### src/rtl/ts_queue_wr_arb_if.sv
// Write port of the timestamp queue, as seen between the arbiter (master) and the FIFO (slave).
// Handshake: q_wrreq is a one-cycle write pulse, and the write is taken in that same cycle.
// The master raises it only while q_wrfull=0 and q_wrusedw is below its almost-full level.
interface ts_queue_wr_arb_if #(
  parameter int TS_W = 80,
  parameter int UW   = 4
);
  logic            q_wrreq;
  logic [TS_W-1:0] q_data;
  logic            q_wrfull;
  logic [UW-1:0]   q_wrusedw;

  modport master (output q_wrreq, q_data, input q_wrfull, q_wrusedw);
  modport slave  (input q_wrreq, q_data, output q_wrfull, q_wrusedw);
endinterface

### src/rtl/ts_queue_wr_arb.sv
// Round-robin arbiter sharing one timestamp FIFO write port between N_SRC non-stallable sources.
// Optional per-source saturating drop counters are built when TS_QUEUE_DROP_CNT_EN is defined.
module ts_queue_wr_arb #(
  parameter int N_SRC     = 2,
  parameter int TS_W      = 80,
  parameter int UW        = 4,
  parameter int AFULL_LVL = 14
) (
  input  logic                  clk,
  input  logic                  rst,
  input  logic [N_SRC-1:0]      src_stb,
  input  logic [N_SRC*TS_W-1:0] src_ts,
  ts_queue_wr_arb_if.master     q,
  output logic [N_SRC-1:0]      pend,
  output logic [N_SRC-1:0]      drop_flag,
  input  logic                  cnt_clr,
  output logic [N_SRC*16-1:0]   drop_cnt
);

  localparam int PW = (N_SRC > 1) ? $clog2(N_SRC) : 1;

  logic [PW-1:0]   rr_ptr;
  logic [PW-1:0]   gnt_idx;
  logic [PW:0]     sum;
  logic            gnt_vld;
  logic            grant;
  logic [N_SRC-1:0] gnt_oh;
  logic [N_SRC-1:0] drop;
  logic [TS_W-1:0] holder [N_SRC];

  // Scan downward so the lowest offset from rr_ptr is the one that survives.
  always_comb begin
    gnt_vld = 1'b0;
    gnt_idx = '0;
    sum     = '0;
    for (int k = N_SRC - 1; k >= 0; k--) begin
      sum = {1'b0, rr_ptr} + (PW+1)'(k);
      if (sum >= (PW+1)'(N_SRC)) sum = sum - (PW+1)'(N_SRC);
      if (pend[sum[PW-1:0]]) begin
        gnt_vld = 1'b1;
        gnt_idx = sum[PW-1:0];
      end
    end
  end

  // The q_wrreq term spaces writes two cycles apart, covering the FIFO flag latency.
  assign grant = gnt_vld && !q.q_wrfull && (int'(q.q_wrusedw) < AFULL_LVL) && !q.q_wrreq;

  always_comb begin
    gnt_oh = '0;
    drop   = '0;
    for (int i = 0; i < N_SRC; i++) begin
      gnt_oh[i] = grant && (gnt_idx == PW'(i));
      drop[i]   = src_stb[i] && pend[i] && !gnt_oh[i];
    end
  end

  always_ff @(posedge clk) begin
    if (rst) begin
      q.q_wrreq <= 1'b0;
      q.q_data  <= '0;
      pend      <= '0;
      drop_flag <= '0;
      rr_ptr    <= '0;
      for (int i = 0; i < N_SRC; i++) holder[i] <= '0;
    end else begin
      q.q_wrreq <= grant;
      if (grant) begin
        q.q_data <= holder[gnt_idx];
        rr_ptr   <= (gnt_idx == PW'(N_SRC - 1)) ? '0 : gnt_idx + PW'(1);
      end
      for (int i = 0; i < N_SRC; i++) begin
        // A strobe on the granting edge reloads the holder rather than dropping.
        if (src_stb[i] && (!pend[i] || gnt_oh[i])) begin
          holder[i] <= src_ts[i*TS_W +: TS_W];
          pend[i]   <= 1'b1;
        end else if (gnt_oh[i]) begin
          pend[i] <= 1'b0;
        end
        if (cnt_clr)      drop_flag[i] <= 1'b0;
        else if (drop[i]) drop_flag[i] <= 1'b1;
      end
    end
  end

`ifdef TS_QUEUE_DROP_CNT_EN
  always_ff @(posedge clk) begin
    if (rst) begin
      drop_cnt <= '0;
    end else begin
      for (int i = 0; i < N_SRC; i++) begin
        if (cnt_clr)
          drop_cnt[i*16 +: 16] <= 16'h0000;
        else if (drop[i] && (drop_cnt[i*16 +: 16] != 16'hFFFF))
          drop_cnt[i*16 +: 16] <= drop_cnt[i*16 +: 16] + 16'd1;
      end
    end
  end
`else
  assign drop_cnt = '0;
`endif

endmodule
### src/flat_wrapper.sv
// flat-port wrapper written by rule: the top's interface ports become plain ports
module ts_queue_wr_arb_flat 
#(
  parameter int N_SRC     = 2,
  parameter int TS_W      = 80,
  parameter int UW        = 4,
  parameter int AFULL_LVL = 14
)
  (clk, rst, src_stb, src_ts, pend, drop_flag, cnt_clr, drop_cnt, q_q_wrreq, q_q_data, q_q_wrfull, q_q_wrusedw);
  ts_queue_wr_arb_if #(.TS_W(TS_W), .UW(UW)) q_i ();
  input  logic clk;
  input  logic rst;
  input  logic [N_SRC-1:0] src_stb;
  input  logic [N_SRC*TS_W-1:0] src_ts;
  output logic [N_SRC-1:0] pend;
  output logic [N_SRC-1:0] drop_flag;
  input  logic cnt_clr;
  output logic [N_SRC*16-1:0] drop_cnt;
  output wire logic [$bits(q_i.q_wrreq)-1:0] q_q_wrreq;
  output wire logic [$bits(q_i.q_data)-1:0] q_q_data;
  input wire logic [$bits(q_i.q_wrfull)-1:0] q_q_wrfull;
  input wire logic [$bits(q_i.q_wrusedw)-1:0] q_q_wrusedw;
  assign q_q_wrreq = q_i.q_wrreq;
  assign q_q_data = q_i.q_data;
  assign q_i.q_wrfull = q_q_wrfull;
  assign q_i.q_wrusedw = q_q_wrusedw;
  ts_queue_wr_arb #(.N_SRC(N_SRC), .TS_W(TS_W), .UW(UW), .AFULL_LVL(AFULL_LVL)) u_core (.clk(clk), .rst(rst), .src_stb(src_stb), .src_ts(src_ts), .q(q_i), .pend(pend), .drop_flag(drop_flag), .cnt_clr(cnt_clr), .drop_cnt(drop_cnt));
endmodule
### config.mk
export PLATFORM = sky130hd
export DESIGN_NAME = ts_queue_wr_arb_flat
export DESIGN_NICKNAME = d
export VERILOG_FILES = /design/src/rtl/ts_queue_wr_arb_if.sv /design/src/rtl/ts_queue_wr_arb.sv /design/src/flat_wrapper.sv
export SDC_FILE = /design/constraint.sdc
export NUM_CORES = 1
export LEC_CHECK = 0
export CAP_MARGIN = 15
export CORE_MARGIN = 2
export CORE_UTILIZATION = 35
export CTS_CLUSTER_DIAMETER = 120
export DETAILED_ROUTE_END_ITERATION = 8
export GPL_TIMING_DRIVEN = 0
export SYNTH_ARGS = -nofsm -noshare
export SYNTH_HDL_FRONTEND = slang
export SYNTH_SLANG_ARGS = --single-unit
### constraint.sdc
create_clock -name clk -period 4.4 [get_ports clk]
set_input_delay 0.88 -clock clk [delete_from_list [all_inputs] [get_ports clk]]
set_output_delay 0.88 -clock clk [all_outputs]
set_load 0.01 [all_outputs]
==> results of run 1 <==
-- metrics by stage --
stage | setup TNS (ps) | setup slack [ps] | utilization, %
6_report | 0 | 1235 | 48.80
2_1_floorplan | 0 | 753.6 | -
3_5_place_dp | 0 | 664.9 | 45.94
5_1_grt | 0 | 1116 | 48.80
4_1_cts | 0 | 1198 | 48.80
3_3_place_gp | -151620 | -1150 | 45.71
-- per-layer routing --
layer,wire length [um],GRT usage [%]
met5,0,0
met4,787,5.008
met3,1867,3.626
met2,16340,34.65
met1,13970,25.63
-- worst paths after layout --
path,startpoint,end,slack [ps],cells after the start
setup / recovery,q_q_wrusedw[3],u_core.holder[1][78],1230,6
hold / removal,u_core.rr_ptr,u_core.rr_ptr,480,2
setup reg to reg,u_core.pend[0],u_core.holder[1][76],1560,6
hold reg to reg,u_core.rr_ptr,u_core.rr_ptr,480,2
-- cell type report --
| type | count | area, um2 |
|---|---|---|
| Tap cell | 396 | 495.5 |
| Multi-Input combinational cell | 700 | 3710 |
| Clock inverter | 16 | 133.9 |
| Clock buffer | 33 | 738.2 |
| Inverter | 3 | 11.26 |
| Buffer | 128 | 658.1 |
| Timing Repair Buffer | 254 | 2577 |
| Sequential cell | 246 | 6526 |
| Fill cell | 2837 | 15580 |
-- cell usage after synthesis, types with 2 or more instances --
cell type,count,area (um2)
buf_1,3,11.26
inv_1,3,11.26
buf_2,31,155.2
a311oi_1,81,709.4
nand2_1,163,611.8
a21oi_1,164,820.8
dfxtp_1,86,1722
edfxtp_1,160,4805
buf_4,37,277.8
nand2b_1,161,1007
nor3_1,2,10.01
nor2_1,84,315.3
clkbuf_1,57,214.0
a21o_1,2,15.01
-- where the power goes --
group / internal, mW / total [mW] / switching [mW]
Sequential: 2.69 / 2.77 / 0.0833
Combinational: 0.433 / 0.926 / 0.493
Clock: 1.31 / 2.23 / 0.927
-- flip-flops by register name, summed over array words and instances, names as in the netlist --
signal            flops
u_core.q.q_wrreq      1
u_core.holder       160
u_core.rr_ptr         1
u_core.drop_flag      2
u_core.q.q_data      80
u_core.pend           2
-- critical path: stages --
cell and delay, ps:
clkdlybuf4s50_1 420, a311oi_1 690, o21ai_1 600, buf_2 420, buf_2 230, a21oi_1 250
-- cells by family after synthesis --
logic type | Yosys count | share of synthesized area, %
other | 1 | 0.03481
DFF | 246 | 60.57
AOI/OAI and AO/OA | 254 | 14.86
buffers and inverters | 131 | 6.213
and+or+nand+nor | 414 | 18.31
==> summary.txt, run 1 <==
STA
  – Clock Skews: 9.782 ps
  – Final-report setup violation count: 0
  – Fin crit period: 3165 ps
  – Period Utilization, post-route: 71.93%
  – Worst slew pin tran: 1082 ps
  – Final Hold Vio Count: 0
  – Fin. max-slew vios: 0
  – RSZ-0062 raised after global routing: false
  – Hold Slack: 475.3 ps
  – Max Fclk: 316.0 MHz
  – Max-slew headroom: 27.38%

Routing
  – Routed WL per cell: 18.56 um
  – DR vias: 8,589
  – Final ANT Viol Nets: 0
  – Initial DRC Count: 557
  – Vias per cell: 4.836
  – Total Wirelength: 32,960 um
  – DRC: 0
  – Pre-antenna DRT Iters: 8

Synth
  – Post-synth EDFFs: 160
  – Synthesized netlist cell count: 1,046
  – Avg Cell Area, Syn: 10.30 um2
  – Yosys reg bits: 246
  – Ys async rst share: 0%
  – Ys flop type: edfxtp_1
  – Cell variety after synth: 26
  – Syn Std Cell Area: 10,770 um2
  – Ys Warns: 0
  – Register area share after synthesis: 60.57%

Setup path
  – Critical path arrival: 3500 ps
  – Setup crit start kind: input pin
  – Critical path fanouts, max: 10
  – CP Capture Type: flop
  – CP required: 4730 ps
  – Crit path kind: in2reg

GRT
  – Pin count of the biggest net entering global routing: 59
  – Vias in the first global route: 8,580
  – Initial antenna violation count: 0
  – Remaining global-route overflow: 0
  – First-pass GRT wire length: 49,890 um
  – GRT Total Usage: 19.92%

Die
  – Core area: 30,430 um2
  – Die Y: 179.5 um
  – Die area: 32,200 um2
  – Row count: 64
  – Starting density of the core: 35.41%
  – Number of I/O pins: 287
  – Die width: 179.5 um

Layout
  – Most frequent cells in the layout: 252 x clkdlybuf4s50_1, 164 x a21oi_1, 163 x nand2_1
  – Share of cells above drive strength 1: 8.406%
  – Cell area after layout: 14,850 um2
  – Non-filler cells, final: 1,776
  – Commonest non-fill, non-tap cell in the layout: clkdlybuf4s50_1
  – Antenna cells: 0
  – Area Growth Syn to Fin: 37.84%
  – Nets: 1,530

Clock network
  – Clk buf depth: 3
  – Clock-pin slew on the worst setup and hold paths: 60 ps
  – CTS-repair resized insts: 0
  – Root buffer cell: clkbuf_16
  – Clk_lat worst skew: 520 ps
  – Hold buffers post-CTS: 0
  – Clock sinks: 246
  – CTS tree: built
  – CTS H-tree depth: 1
  – CTS Buf Count: 27
  – Postcts setup bufs: 0

Placed design
  – Placed cells: 1,727
  – Placement Cell Area: 13,980 um2
  – Gp weighted congestion: 0.8213
  – Buffers on Ports: 252
  – Post-DP HPWL: 23,430 um

Worst hold path
  – Hold WC Path Type: reg2reg

Power and ir drop
  – Cell leakage power: 5.444 nW
  – Total chip power: 5.932 mW
  – Power density cells: 399.4 nW/um2
  – Worst vdd ir: 261.4 uV

Job
  – Max_cap viols: 0

Outcome
  – Outcome: finished, final reports clean
Power figures use the tool's default switching activity.
==> inputs of run 2 (changes only) <==
Clock period 4.4 ns to 3.2 ns, I/O delays scaled along.
==> run 2 against run 1 <==
Compared with the run above:
- sequential power increased by 38%
- hold slack got worse by 2.7 ps
- design area shrank 0.13%
- non-clock buffer count unchanged
- critical endpoint is now u_core.holder[0][74]
- power rose by 36%
- utilization is 0.066 points lower
- global-route usage up 0.085 points
- largest power group unchanged
- highest routed layer is now met5
- clock power up 35%
==> summary.txt, run 2 (synthesized netlist as in run 1, its figures left out) <==
Clock network
  – CTS-repair resized insts: 0 (unchanged)
  – Clock-pin slew on the worst setup and hold paths: 60 ps (about the same)
  – Clk_lat worst skew: 530 ps (about the same)
  – CTS H-tree depth: 1 (unchanged)
  – CTS Buf Count: 27 (unchanged)
  – Postcts setup bufs: 0 (unchanged)
  – Root buffer cell: clkbuf_16
  – Hold buffers post-CTS: 0 (unchanged)
  – CTS tree: built
  – Clock sinks: 246 (unchanged)
  – Clk buf depth: 3 (unchanged)

Power and ir drop
  – Worst vdd ir: 397.1 uV (+52%)
  – Clock power share: 37.1% (-0.5 points)
  – Switching share of total power: 25.43% (+0.084 points)
  – Portion of total power attributed to combinational logic: 15.7% (about the same)
  – Sequential power share: 47.2% (+0.4 points)
  – Power density cells: 545.2 nW/um2 (+36%)
  – Psw: 2.057 mW (+37%)
  – Total chip power: 8.086 mW (+36%)
  – Power Internal: 6.029 mW (+36%)
  – Cell leakage power: 5.426 nW (-0.34%)

Routing
  – Pre-antenna DRT Iters: 5 (-3)
  – Initial DRC Count: 565 (+1.4%)
  – DRC: 0 (unchanged)
  – Total Wirelength: 33,150 um (+0.59%)
  – Final ANT Viol Nets: 0 (unchanged)
  – Routed WL per cell: 18.63 um (+0.37%)
  – DR vias: 8,642 (+0.62%)
  – Vias per cell: 4.855 (+0.39%)

Worst hold path
  – WHS Path Cells: 2 (unchanged)
  – Hold WC Path Type: reg2reg

STA
  – Fin. max-slew vios: 0 (unchanged)
  – Max Fclk: 345.7 MHz
  – Max-slew headroom: 32.48% (+5.1 points)
  – RSZ-0062 raised after global routing: false
  – Clock Skews: 13.94 ps (+4.160 ps)
  – Final Hold Vio Count: 0 (unchanged)
  – Period Utilization, post-route: 90.40%
  – Fin crit period: 2893 ps
  – Final-report setup violation count: 0 (unchanged)
  – Hold Slack: 472.6 ps (-2.686 ps)
  – Worst slew pin tran: 1006 ps (-75.94 ps)
  – Setup WS post-layout: 307.3 ps (-927.7 ps)
  – Setup TNS: 0 ps (unchanged)

Die
  – Row count: 64 (unchanged)
  – Number of I/O pins: 287 (unchanged)
  – Die area: 32,200 um2 (unchanged)
  – Die Y: 179.5 um (unchanged)
  – Core area: 30,430 um2 (unchanged)
  – Die width: 179.5 um (unchanged)
  – Starting density of the core: 35.41% (unchanged)

Layout
  – Top Registers: u_core.holder x160, u_core.q.q_data x80
  – Biggest register: u_core.holder
  – Non-filler cells, final: 1,780 (+0.23%)
  – Fillers: 2,875 (+1.3%)
  – Commonest non-fill, non-tap cell in the layout: clkdlybuf4s50_1
  – Max FFs per register: 160 (unchanged)
  – Fin util: 48.74% (-0.066 points)
  – Share of cells above drive strength 1: 7.965% (-0.44 points)
  – Cell area after layout: 14,830 um2 (-0.13%)
  – Most frequent cells in the layout: 252 x clkdlybuf4s50_1, 164 x a21oi_1, 163 x nand2_1
  – Nets: 1,530 (unchanged)
  – Area Growth Syn to Fin: 37.65%

Setup path
  – Setup crit start kind: input pin
  – CP required: 3450 ps (-1280 ps)
  – Critical path arrival: 3140 ps (-360 ps)
  – Critical path fanouts, max: 10 (unchanged)
  – CP Capture Type: flop
  – Cell depth of the worst flop-to-flop path: 6 (unchanged)
  – Crit path kind: in2reg

Job
  – Max_cap viols: 0 (unchanged)

GRT
  – Pin count of the biggest net entering global routing: 60 (+1.7%)
  – Initial antenna violation count: 4 (+4)
  – Remaining global-route overflow: 0 (unchanged)
  – GRT Total Usage: 20.01% (+0.085 points)
  – Vias in the first global route: 8,598 (+0.21%)
  – First-pass GRT wire length: 50,320 um (+0.86%)

Placed design
  – Gp weighted congestion: 0.7918 (-3.6%)
  – Buffers on Ports: 252 (unchanged)
  – Placement Cell Area: 13,980 um2 (unchanged)
  – Post-DP HPWL: 23,690 um (+1.1%)
  – Placement Setup Slack: -309.2 ps (-974.1 ps)
  – Placed cells: 1,727 (unchanged)

Outcome
  – Outcome: finished, final reports clean
-- run 2: cell count changes in the layout (fill, tap and decap cells not counted), sizes merged --
cell | before | now
clkbuf | 90 | 91
clkinv | 10 | 11
clkinvlp | 2 | 1
diode | 0 | 3
-- run 2: power by group through the flow --
| stage | clock network [mW] | logic (mW) | registers (mW) |
|---|---|---|---|
| after floorplan | 0 | 0.593 | 3.89 |
| after global placement | 0 | 1.25 | 3.89 |
| after detailed placement | 0 | 1.28 | 3.88 |
| after CTS | 3.05 | 1.28 | 3.82 |
| after global routing | 3.18 | 1.39 | 3.84 |
| final | 3.00 | 1.27 | 3.82 |
-- run 2: path summary, 6_finish.rpt --
check                               startpoint                   end  slack [ps]
worst max-delay path                src_stb[0]  u_core.holder[0][74]         310
worst min-delay path             u_core.rr_ptr         u_core.rr_ptr         470
worst max register to register  u_core.pend[0]  u_core.holder[0][40]         390
worst min register to register   u_core.rr_ptr         u_core.rr_ptr         470
-- run 2: area by class of cell --
cell class | count | area (um2) | share of cell area (%)
well taps | 396 | 495.5 | 3.341
clock inverters | 16 | 132.6 | 0.8943
plain buffers | 128 | 658.1 | 4.438
inverters | 3 | 11.26 | 0.07593
flip-flops and latches | 246 | 6526 | 44.01
multi-input cells | 700 | 3710 | 25.01
diodes | 3 | 7.507 | 0.05062
clock buffers | 34 | 711.9 | 4.800
repair buffers | 254 | 2577 | 17.38
-- run 2: worst max-delay path, cell delays in order --
cell	delay, ps
clkdlybuf4s50_1	470
inv_1	140
a2bb2oi_2	510
clkbuf_1	700
clkbuf_1	530
a21oi_1	140
-- run 2: routing by layer --
metal  up-vias  share of wire (%)  GRT usage (%)
met1      4086                 43          25.97
met2       255                 49          34.15
met3        53                5.6          3.951
met5         -              0.039              0
met4         2                2.6          5.366
li1       4246                  -              -
==> inputs of run 3 (changes only) <==
Settings changed: ABC_AREA set to 1, ABC_CLOCK_PERIOD_IN_PS set to 3200.
==> run 3 against run 2 <==
Compared with the run above:
- critical path depth is 3 higher
- count of clock-buffer cells in the layout rose by 9
- sequential power is 2% lower
- sequential cell count stayed put
- via count fell by 1.3%
- clock power shrank 5%
- largest cell class unchanged
- largest power group unchanged
- highest routed layer is now met4
==> summary.txt, run 3 <==
Synth
  – Register area share after synthesis: 59.52% (-1.1 points)
  – Synth top area share: 43.82% (-0.78 points)
  – Ys flop type: edfxtp_1
  – Yosys reg bits: 246 (unchanged)
  – Cell variety after synth: 19 (-27%)
  – Ys async rst share: 0% (unchanged)
  – Most common cell in the synthesized netlist: nand2_1
  – Post-synth EDFFs: 160 (unchanged)
  – Avg Cell Area, Syn: 9.230 um2 (-10%)
  – Synth area leader: edfxtp_1
  – Ys Warns: 0 (unchanged)
  – Post-synth top cells: 409 x nand2_1, 165 x inv_1, 160 x edfxtp_1, 154 x a21oi_1, 89 x a21oi_2
  – Synthesized netlist cell count: 1,188 (+14%)
  – Syn Std Cell Area: 10,970 um2 (+1.8%)
  – Synth area leaders: edfxtp_1 44%, dfxtp_1 16%, nand2_1 14%

Setup path
  – Critical path fanouts, max: 47 (+37)
  – Crit path kind: reg2reg
  – CP peak stage delay: 420 ps (-280 ps)
  – CP max stage cell: dfxtp_1
  – Worst Path Buf+Inv: 3 (-1)
  – CP top delay family: simple AND/OR/NAND/NOR gates
  – Setup crit start kind: flop
  – Most frequent CP cell: nand2_1
  – CP Capture Type: flop
  – Critical path arrival: 3080 ps (-60 ps)
  – CP required: 3400 ps (-50 ps)
  – Cell Chain, Critical Path: nand2_1, nand2_2, nand3_1, nand2_1, nand3_2, buf_4, buf_6, nand2_8, buf_16

STA
  – Setup WS post-layout: 324.9 ps (+17.62 ps)
  – Worst slew pin tran: 917.0 ps (-89.13 ps)
  – Clock Skews: 10.62 ps (-3.318 ps)
  – Final-report setup violation count: 0 (unchanged)
  – Fin crit period: 2875 ps (-17.62 ps)
  – Max-slew headroom: 38.87% (+6.4 points)
  – Setup TNS: 0 ps (unchanged)
  – Max Fclk: 347.8 MHz (+0.61%)
  – Period Utilization, post-route: 89.85% (-0.55 points)
  – RSZ-0062 raised after global routing: false
  – Final Hold Vio Count: 0 (unchanged)
  – Fin. max-slew vios: 0 (unchanged)

Job
  – Max_cap viols: 0 (unchanged)

Layout
  – Area Growth Syn to Fin: 36.72%
  – Commonest non-fill, non-tap cell in the layout: nand2_1
  – Max FFs per register: 160 (unchanged)
  – Nets: 1,672 (+9.3%)
  – Top Registers: u_core.holder x160, u_core.q.q_data x80
  – Biggest register: u_core.holder
  – Most frequent cells in the layout: 407 x nand2_1, 253 x clkdlybuf4s50_1, 165 x inv_1
  – Share of cells above drive strength 1: 12.29% (+4.3 points)
  – Fin util: 48.75% (about the same)
  – Cell area after layout: 14,990 um2 (+1.1%)

Placed design
  – Gp weighted congestion: 0.7774 (-1.8%)
  – Placement Cell Area: 14,180 um2 (+1.4%)
  – Buffers on Ports: 253 (+0.40%)
  – Placement Setup Slack: -364.1 ps (-54.86 ps)
  – Post-DP HPWL: 21,710 um (-8.3%)

Die
  – Row count: 64 (unchanged)
  – Die area: 32,760 um2 (+1.7%)
  – Die Y: 181 um (+0.86%)
  – Core area: 30,750 um2 (+1.1%)
  – Die width: 181 um (+0.86%)
  – Starting density of the core: 35.66% (+0.25 points)
  – Number of I/O pins: 287 (unchanged)

Clock network
  – Clk buf depth: 3 (unchanged)
  – CTS H-tree depth: 1 (unchanged)
  – Clock sinks: 246 (unchanged)
  – Clock-pin slew on the worst setup and hold paths: 60 ps (about the same)
  – CTS Buf Count: 26 (-3.7%)
  – CTS-repair resized insts: 0 (unchanged)
  – Root buffer cell: clkbuf_16
  – CTS tree: built
  – Hold buffers post-CTS: 0 (unchanged)
  – Postcts setup bufs: 0 (unchanged)
  – Clk_lat worst skew: 530 ps (about the same)

GRT
  – Vias in the first global route: 8,287 (-3.6%)
  – Initial antenna violation count: 1 (-3)
  – Remaining global-route overflow: 0 (unchanged)
  – GRT Total Usage: 18.18% (-1.8 points)
  – Pin count of the biggest net entering global routing: 52 (-13%)
  – First-pass GRT wire length: 46,280 um (-8.0%)

Routing
  – Pre-antenna DRT Iters: 5 (unchanged)
  – DRC: 0 (unchanged)
  – DR vias: 8,532 (-1.3%)
  – Initial DRC Count: 490 (-13%)
  – Final ANT Viol Nets: 0 (unchanged)
  – Vias per cell: 4.446 (-8.4%)
  – Total Wirelength: 30,760 um (-7.2%)
  – Routed WL per cell: 16.03 um (-14%)

Power and ir drop
  – Power density cells: 519.2 nW/um2 (-4.8%)
  – Total chip power: 7.783 mW (-3.7%)
  – Worst vdd ir: 345.4 uV (-13%)
  – Cell leakage power: 6.296 nW (+16%)

Outcome
  – Outcome: finished, final reports clean

Worst hold path
  – Hold WC Path Type: reg2reg
-- run 3: changes by cell type in the layout (fill, tap and decap cells not counted), moves of 3 or more --
cell      delta
a21oi_1     -10
a21oi_2     +89
a311oi_1    -81
buf_2       -29
buf_4        +4
buf_6       +11
clkbuf_8     +3
clkinv_1     -6
inv_1      +162
nand2_1    +244
nand2b_1   -161
nor2_1      -79
-- run 3: worst paths after layout --
check | from | end | slack (ps) | cells past startpoint
worst max-delay path | u_core.pend[0] | u_core.holder[0][78] | 320 | 9
worst min-delay path | u_core.q.q_data[3] | u_core.q.q_data[3] | 470 | 2
worst max register to register | u_core.pend[0] | u_core.holder[0][78] | 320 | 9
worst min register to register | u_core.q.q_data[3] | u_core.q.q_data[3] | 470 | 2
-- run 3: tightest hold or removal path, stage by stage (launching register included) --
cell and delay (ps):
dfxtp_1 310, nand2_1 60, a21oi_1 50
-- run 3: cells by family after synthesis --
| group | share of synthesized area, % |
|---|---|
| AOI/OAI and AO/OA | 14.25 |
| buffers and inverters | 11.59 |
| DFF | 59.52 |
| other | 0.03420 |
| and+or+nand+nor | 14.61 |
-- run 3: metrics by stage --
step / hold WS, ps / std cells
floorplan: 441.1 / 1219
global placement: 450.1 / 1868
detailed placement: 455.8 / 1870
CTS: 464.8 / 1918
global route: 478.6 / 1919
finish: 465.9 / 1919
-- run 3: where the power goes --
| group | switching (mW) | internal, mW | leakage [nW] |
|---|---|---|---|
| clock network | 1.22 | 1.64 | 0.387 |
| logic | 0.643 | 0.527 | 3.51 |
| registers | 0.0839 | 3.67 | 2.40 |
-- run 3: final cells by class --
type	count	area (um2)
tap	396	495.5
inverter	167	626.9
buffer	108	644.4
multi-input combinational	698	3308
sequential	246	6526
fill	2973	15760
antenna	1	2.502
clock buffer	43	775.7
clock inverter	5	25.02
timing repair buffer	255	2587
-- run 3: per-layer routing --
layer	vias to the layer above	GRT usage, %	share of wire, %
li1	4350	-	-
met2	245	32.45	50
met1	3900	23.22	43
met3	37	2.641	5.1
met4	0	4.423	2.0
met5	-	0	0
